--- config.mk ---
export PLATFORM = sky130hd
export DESIGN_NAME = divider_8bit_flat
export DESIGN_NICKNAME = d
export VERILOG_FILES = /design/src/rtl/divider_8bit_if.sv /design/src/rtl/divider_8bit.sv /design/src/flat_wrapper.sv
export SDC_FILE = /design/constraint.sdc
export NUM_CORES = 1
export LEC_CHECK = 0
export ABC_AREA = 1
export BUFFER_PORTS_ARGS = -buffer_cell sky130_fd_sc_hd__buf_2
export CORE_ASPECT_RATIO = 2
export CORE_MARGIN = 2
export CORE_UTILIZATION = 45
export CTS_CLUSTER_DIAMETER = 120
export DETAILED_ROUTE_END_ITERATION = 8
export MAX_ROUTING_LAYER = met4
export PLACE_DENSITY = 0.66
export SLEW_MARGIN = 10
export SYNTH_ARGS = -nofsm -noshare
export SYNTH_HDL_FRONTEND = slang
export SYNTH_SLANG_ARGS = --single-unit
--- constraint.sdc ---
create_clock -name clk_i -period 1.9 [get_ports clk_i]
set_input_delay 0.38 -clock clk_i [delete_from_list [all_inputs] [get_ports clk_i]]
set_output_delay 0.38 -clock clk_i [all_outputs]
set_load 0.02 [all_outputs]
--- src/rtl/divider_8bit_if.sv ---
// Operand/result bundle for the sequential 8-bit restoring divider.
// The master drives the operands and controls. The slave returns the registered results.
interface divider_8bit_if;
   logic       run;
   logic       clear_a_load_b;
   logic [7:0] sw;
   logic [7:0] aval;
   logic [7:0] bval;
   logic [7:0] dval;
   logic       done;
   logic       div_zero;

   modport master (
      output run, clear_a_load_b, sw,
      input  aval, bval, dval, done, div_zero
   );

   modport slave (
      input  run, clear_a_load_b, sw,
      output aval, bval, dval, done, div_zero
   );
endinterface

--- src/rtl/divider_8bit.sv ---
// Unsigned 8-bit restoring divider: A = partial remainder, B = dividend/quotient, D = divisor.
// Each of the eight iterations is one SHIFT state followed by one SUB state.
module divider_8bit (
   input  logic          clk_i,
   input  logic          rst_i,
   divider_8bit_if.slave bus
);

   // The encoding is sequential, so SHIFTk = 2k and SUBk = 2k+1.
   // The iteration states can therefore advance by incrementing the state.
   typedef enum logic [4:0] {
      S_IDLE, S_LOAD,
      S_SH1, S_SUB1, S_SH2, S_SUB2, S_SH3, S_SUB3, S_SH4, S_SUB4,
      S_SH5, S_SUB5, S_SH6, S_SUB6, S_SH7, S_SUB7, S_SH8, S_SUB8,
      S_DONE
   } state_e;

   state_e     state_q, state_d;
   logic [8:0] a_q, a_d;
   logic [7:0] b_q, b_d;
   logic [7:0] d_q, d_d;
   logic       dz_q, dz_d;
   logic [9:0] trial;

   always_ff @(posedge clk_i or posedge rst_i) begin
      if (rst_i) begin
         state_q <= S_IDLE;
         a_q     <= '0;
         b_q     <= '0;
         d_q     <= '0;
         dz_q    <= 1'b0;
      end else begin
         state_q <= state_d;
         a_q     <= a_d;
         b_q     <= b_d;
         d_q     <= d_d;
         dz_q    <= dz_d;
      end
   end

   always_comb begin
      state_d = state_q;
      a_d     = a_q;
      b_d     = b_q;
      d_d     = d_q;
      dz_d    = dz_q;
      trial   = {1'b0, a_q} - {2'b00, d_q};
      case (state_q)
         S_IDLE: begin
            if (bus.clear_a_load_b) begin
               b_d  = bus.sw;
               a_d  = '0;
               dz_d = 1'b0;
            end
            if (bus.run) state_d = S_LOAD;
         end
         S_LOAD: begin
            a_d     = '0;
            d_d     = bus.sw;
            dz_d    = (bus.sw == 8'd0);
            state_d = S_SH1;
         end
         S_DONE: begin
            if (!bus.run) state_d = S_IDLE;
         end
         default: begin
            if (!state_q[0]) begin
               a_d = {a_q[7:0], b_q[7]};
               b_d = {b_q[6:0], 1'b0};
            end else if (!trial[9]) begin
               // The subtraction fits, so keep the difference.
               // On a borrow, A is left unchanged, which is the restore.
               a_d    = trial[8:0];
               b_d[0] = 1'b1;
            end else begin
               b_d[0] = 1'b0;
            end
            state_d = state_e'(state_q + 5'd1);
         end
      endcase
   end

   assign bus.aval     = a_q[7:0];
   assign bus.bval     = b_q;
   assign bus.dval     = d_q;
   assign bus.done     = (state_q == S_DONE);
   assign bus.div_zero = dz_q;

endmodule

--- src/flat_wrapper.sv ---
// flat-port wrapper written by rule: the top's interface ports become plain ports
module divider_8bit_flat 
  (clk_i, rst_i, bus_run, bus_clear_a_load_b, bus_sw, bus_aval, bus_bval, bus_dval, bus_done, bus_div_zero);
  divider_8bit_if bus_i ();
  input  logic clk_i;
  input  logic rst_i;
  input wire logic [$bits(bus_i.run)-1:0] bus_run;
  input wire logic [$bits(bus_i.clear_a_load_b)-1:0] bus_clear_a_load_b;
  input wire logic [$bits(bus_i.sw)-1:0] bus_sw;
  output wire logic [$bits(bus_i.aval)-1:0] bus_aval;
  output wire logic [$bits(bus_i.bval)-1:0] bus_bval;
  output wire logic [$bits(bus_i.dval)-1:0] bus_dval;
  output wire logic [$bits(bus_i.done)-1:0] bus_done;
  output wire logic [$bits(bus_i.div_zero)-1:0] bus_div_zero;
  assign bus_i.run = bus_run;
  assign bus_i.clear_a_load_b = bus_clear_a_load_b;
  assign bus_i.sw = bus_sw;
  assign bus_aval = bus_i.aval;
  assign bus_bval = bus_i.bval;
  assign bus_dval = bus_i.dval;
  assign bus_done = bus_i.done;
  assign bus_div_zero = bus_i.div_zero;
  divider_8bit u_core (.clk_i(clk_i), .rst_i(rst_i), .bus(bus_i));
endmodule
==> impl_metrics.toml <==
[outcome]
outcome = "finished, final reports clean"

[synth]
ys_ff_latch = 31
syn_avg_cell_area_sq_um = 7.30
synth_top_area_frac = 0.349
async_flop_share = 1.00
syn-num-nets = 329
synth_cell_types = 33
synth_common_cells = "nand2_1 (108), inv_1 (40), dfrtp_1 (31)"
ys_top_cells_by_area = "dfrtp_1 (35%), nand2_1 (18%), ha_1 (6.8%)"
synth_top_cell_by_area = "dfrtp_1"
yosysSeqAreaShare = 0.349
synth_most_common_cell = "nand2_1"
synth_area_sq_um = 2220
synthCells = 304
synth-edff-count = 0
yosys_warnings = 0
ys.flop_type = "dfrtp_1"

[drt]
drt-total-wl_microns = 5420
dr_total_vias = 2054
via_per_inst = 5.01
drc = 0
ant_nets = 0
post_drt_wl_per_cell_microns = 13.2
drtIter0Drc = 37
drt_first_pass_iters = 4

[placement]
place.gp.congestion = 0.844
dpl.hpwl_microns = 4340
port-buffer-count = 37
dpl.cell_count = 400

[final_layout]
fin_util = 0.546
diodes = 0
nNetsFinal = 377
drive_gt1_frac = 0.246
layoutNonFillerInstCount = 410
area_growth_pct = 18.7

[power_and_ir_drop]
p_per_area_nw_per_um2 = 2170
leakage_nw = 1.51
p_switching_mw = 2.92
pwr-share-seq = 0.217
sw_frac_of_total = 0.509
combPwrFrac = 0.684
ir_worst_vdd_v = 0.00105
p_int_mw = 2.81
p_clk_frac = 0.099

[worst_setup_path]
required_ns = 2.07
worstPathArrival_ns = 1.95
worst_setup_path_end_kind = "flip-flop"
worstSetupPathType = "reg -> reg"
cp_max_fo = 3
cp-start-kind = "flip-flop"

[grt]
grt_pass1_wl_microns = 8760
first_global_vias = 1991
grtUsageTotal = 0.221
grt_antenna_before_repair = 0
grt_max_degree = 32
grt_overflow = 0

[clock_tree]
cts_htree_levels = 2
cts_buffer_depth = 2
path_clk_slew_ns = 0.07
cts_tree = "yes"
post_cts_hold_buffer_count = 0
numCtsBuffers = 5
clk_latency_ns = 0.28
cts-root-buf = "clkbuf_8"
cts_sinks = 31

[sta]
slew_headroom = 0.734
finalSetupViolations = 0
finClkSkew_ns = 0.00813
max_freq_ghz = 0.561
worst_pin_slew_ns = 0.400
hold_viol = 0
finalCriticalPeriod_ns = 1.78
drv_slew = 0
min_period_over_period = 0.938

[floorplanning]
rows = 36
pin_count = 38
die_area_sq_um = 5540
core_sq_um = 4820
initial_core_util = 0.461
die_w_microns = 53.7
die_y_microns = 103

[hold_path]
hold_path.class = "in -> async"

[flow_run]
drv_cap = 0
path summary, 6_finish.rpt:
check | startpoint | end | slack [ns] | cells after the start
setup reg to reg | u_core.bus.dval[0] | u_core.a_q[4] | 0.12 | 9
max in group asynchronous | rst_i | u_core.bus.dval[1] | 1.43 | 3
min in group clk_i | bus_sw[2] | u_core.bus.dval[2] | 0.35 | 3
setup / recovery | u_core.bus.dval[0] | u_core.a_q[4] | 0.12 | 9
hold reg to reg | u_core.a_q[8] | u_core.a_q[8] | 0.52 | 2
hold / removal | rst_i | u_core.state_q[3] | 0.17 | 3
logic make-up (layout without fill, tap and decap cells):
logic type | after synthesis | in the layout | share of synthesized area
and+or+nand+nor | 161 | 162 | 0.342
buffers and inverters | 58 | 106 | 0.124
AOI/OAI and AO/OA | 37 | 37 | 0.0919
DFF | 31 | 31 | 0.349
adders and majority gates | 13 | 13 | 0.0767
xor gates and xnor gates | 4 | 4 | 0.0158
critical path, stage by stage, from the launching register on:
cell      delay [ns]
dfrtp_1         0.40
ha_2            0.21
fa_2            0.34
nand3b_1        0.20
buf_4           0.16
nand3_1         0.07
nand3_1         0.08
nand2_1         0.06
nand3b_1        0.10
nand2_1         0.05
repair_timing:
| action | 4_1_cts | 5_1_grt |
|---|---|---|
| gates resized for setup | 0 | 10 |
| endpoints found under the setup margin | 0 | 10 |
| setup buffers | 0 | 1 |
flip-flops by register name, summed over array words and instances, names as in the netlist:
register             count
u_core.a_q               9
u_core.bus.bval          8
u_core.bus.div_zero      1
u_core.bus.dval          8
u_core.state_q           5
power groups by stage:
| stage | Clock (mW) | Combinational [mW] | Sequential (mW) |
|---|---|---|---|
| after CTS | 0.575 | 3.78 | 1.24 |
| after floorplan | 0 | 2.66 | 1.38 |
| after global placement | 0 | 3.72 | 1.24 |
| final | 0.567 | 3.92 | 1.24 |
| after detailed placement | 0 | 3.76 | 1.25 |
| after global routing | 0.608 | 4.45 | 1.28 |
layout make-up:
type	instances	area, sq um
Sequential cell	31	776
Timing Repair Buffer	53	305
Inverter	45	174
Fill cell	487	2190
Clock buffer	8	100
Tap cell	57	71.3
Multi-Input combinational cell	216	1210
metrics by stage:
step	total power, mW	worst slack, ns	TNS [ns]	area [sq um]	hold WS (ns)
after floorplan	4.04	0.0841	0	2220	0.471
after global placement	4.96	0.0686	0	2490	0.480
after detailed placement	5.02	0.0344	0	2490	0.489
after CTS	5.60	0.0377	0	2590	0.191
after global routing	6.34	-0.000523	-0.000523	2630	0.212
final	5.73	0.118	0	2630	0.173
layer usage:
layer / vias to the layer above / track usage / share of wire
met4: 0 / 0.0828 / 0.026
met5: - / - / 0
li1: 1052 / - / -
met1: 956 / 0.214 / 0.36
met3: 11 / 0.0302 / 0.021
met2: 35 / 0.419 / 0.59
cell usage in the layout (no fill, tap or decap), types with 3 or more instances in the layout:
cell      synthesis  final
nand2_1         108    106
inv_1            40     39
buf_2             0     37
dfrtp_1          31     31
buf_4             8     16
o21ai_0          15     15
nor2_1           16     15
nand3_1          14     14
ha_1             12     10
a21oi_1           8      8
o21ai_1           7      7
clkbuf_8          0      7
nand3b_1          6      6
inv_2             3      4
nand4_1           4      4
nand3_4           2      3
nand2_2           1      3
nand2_4           2      3
xor2_1            3      3
Power figures use the tool's default switching activity.
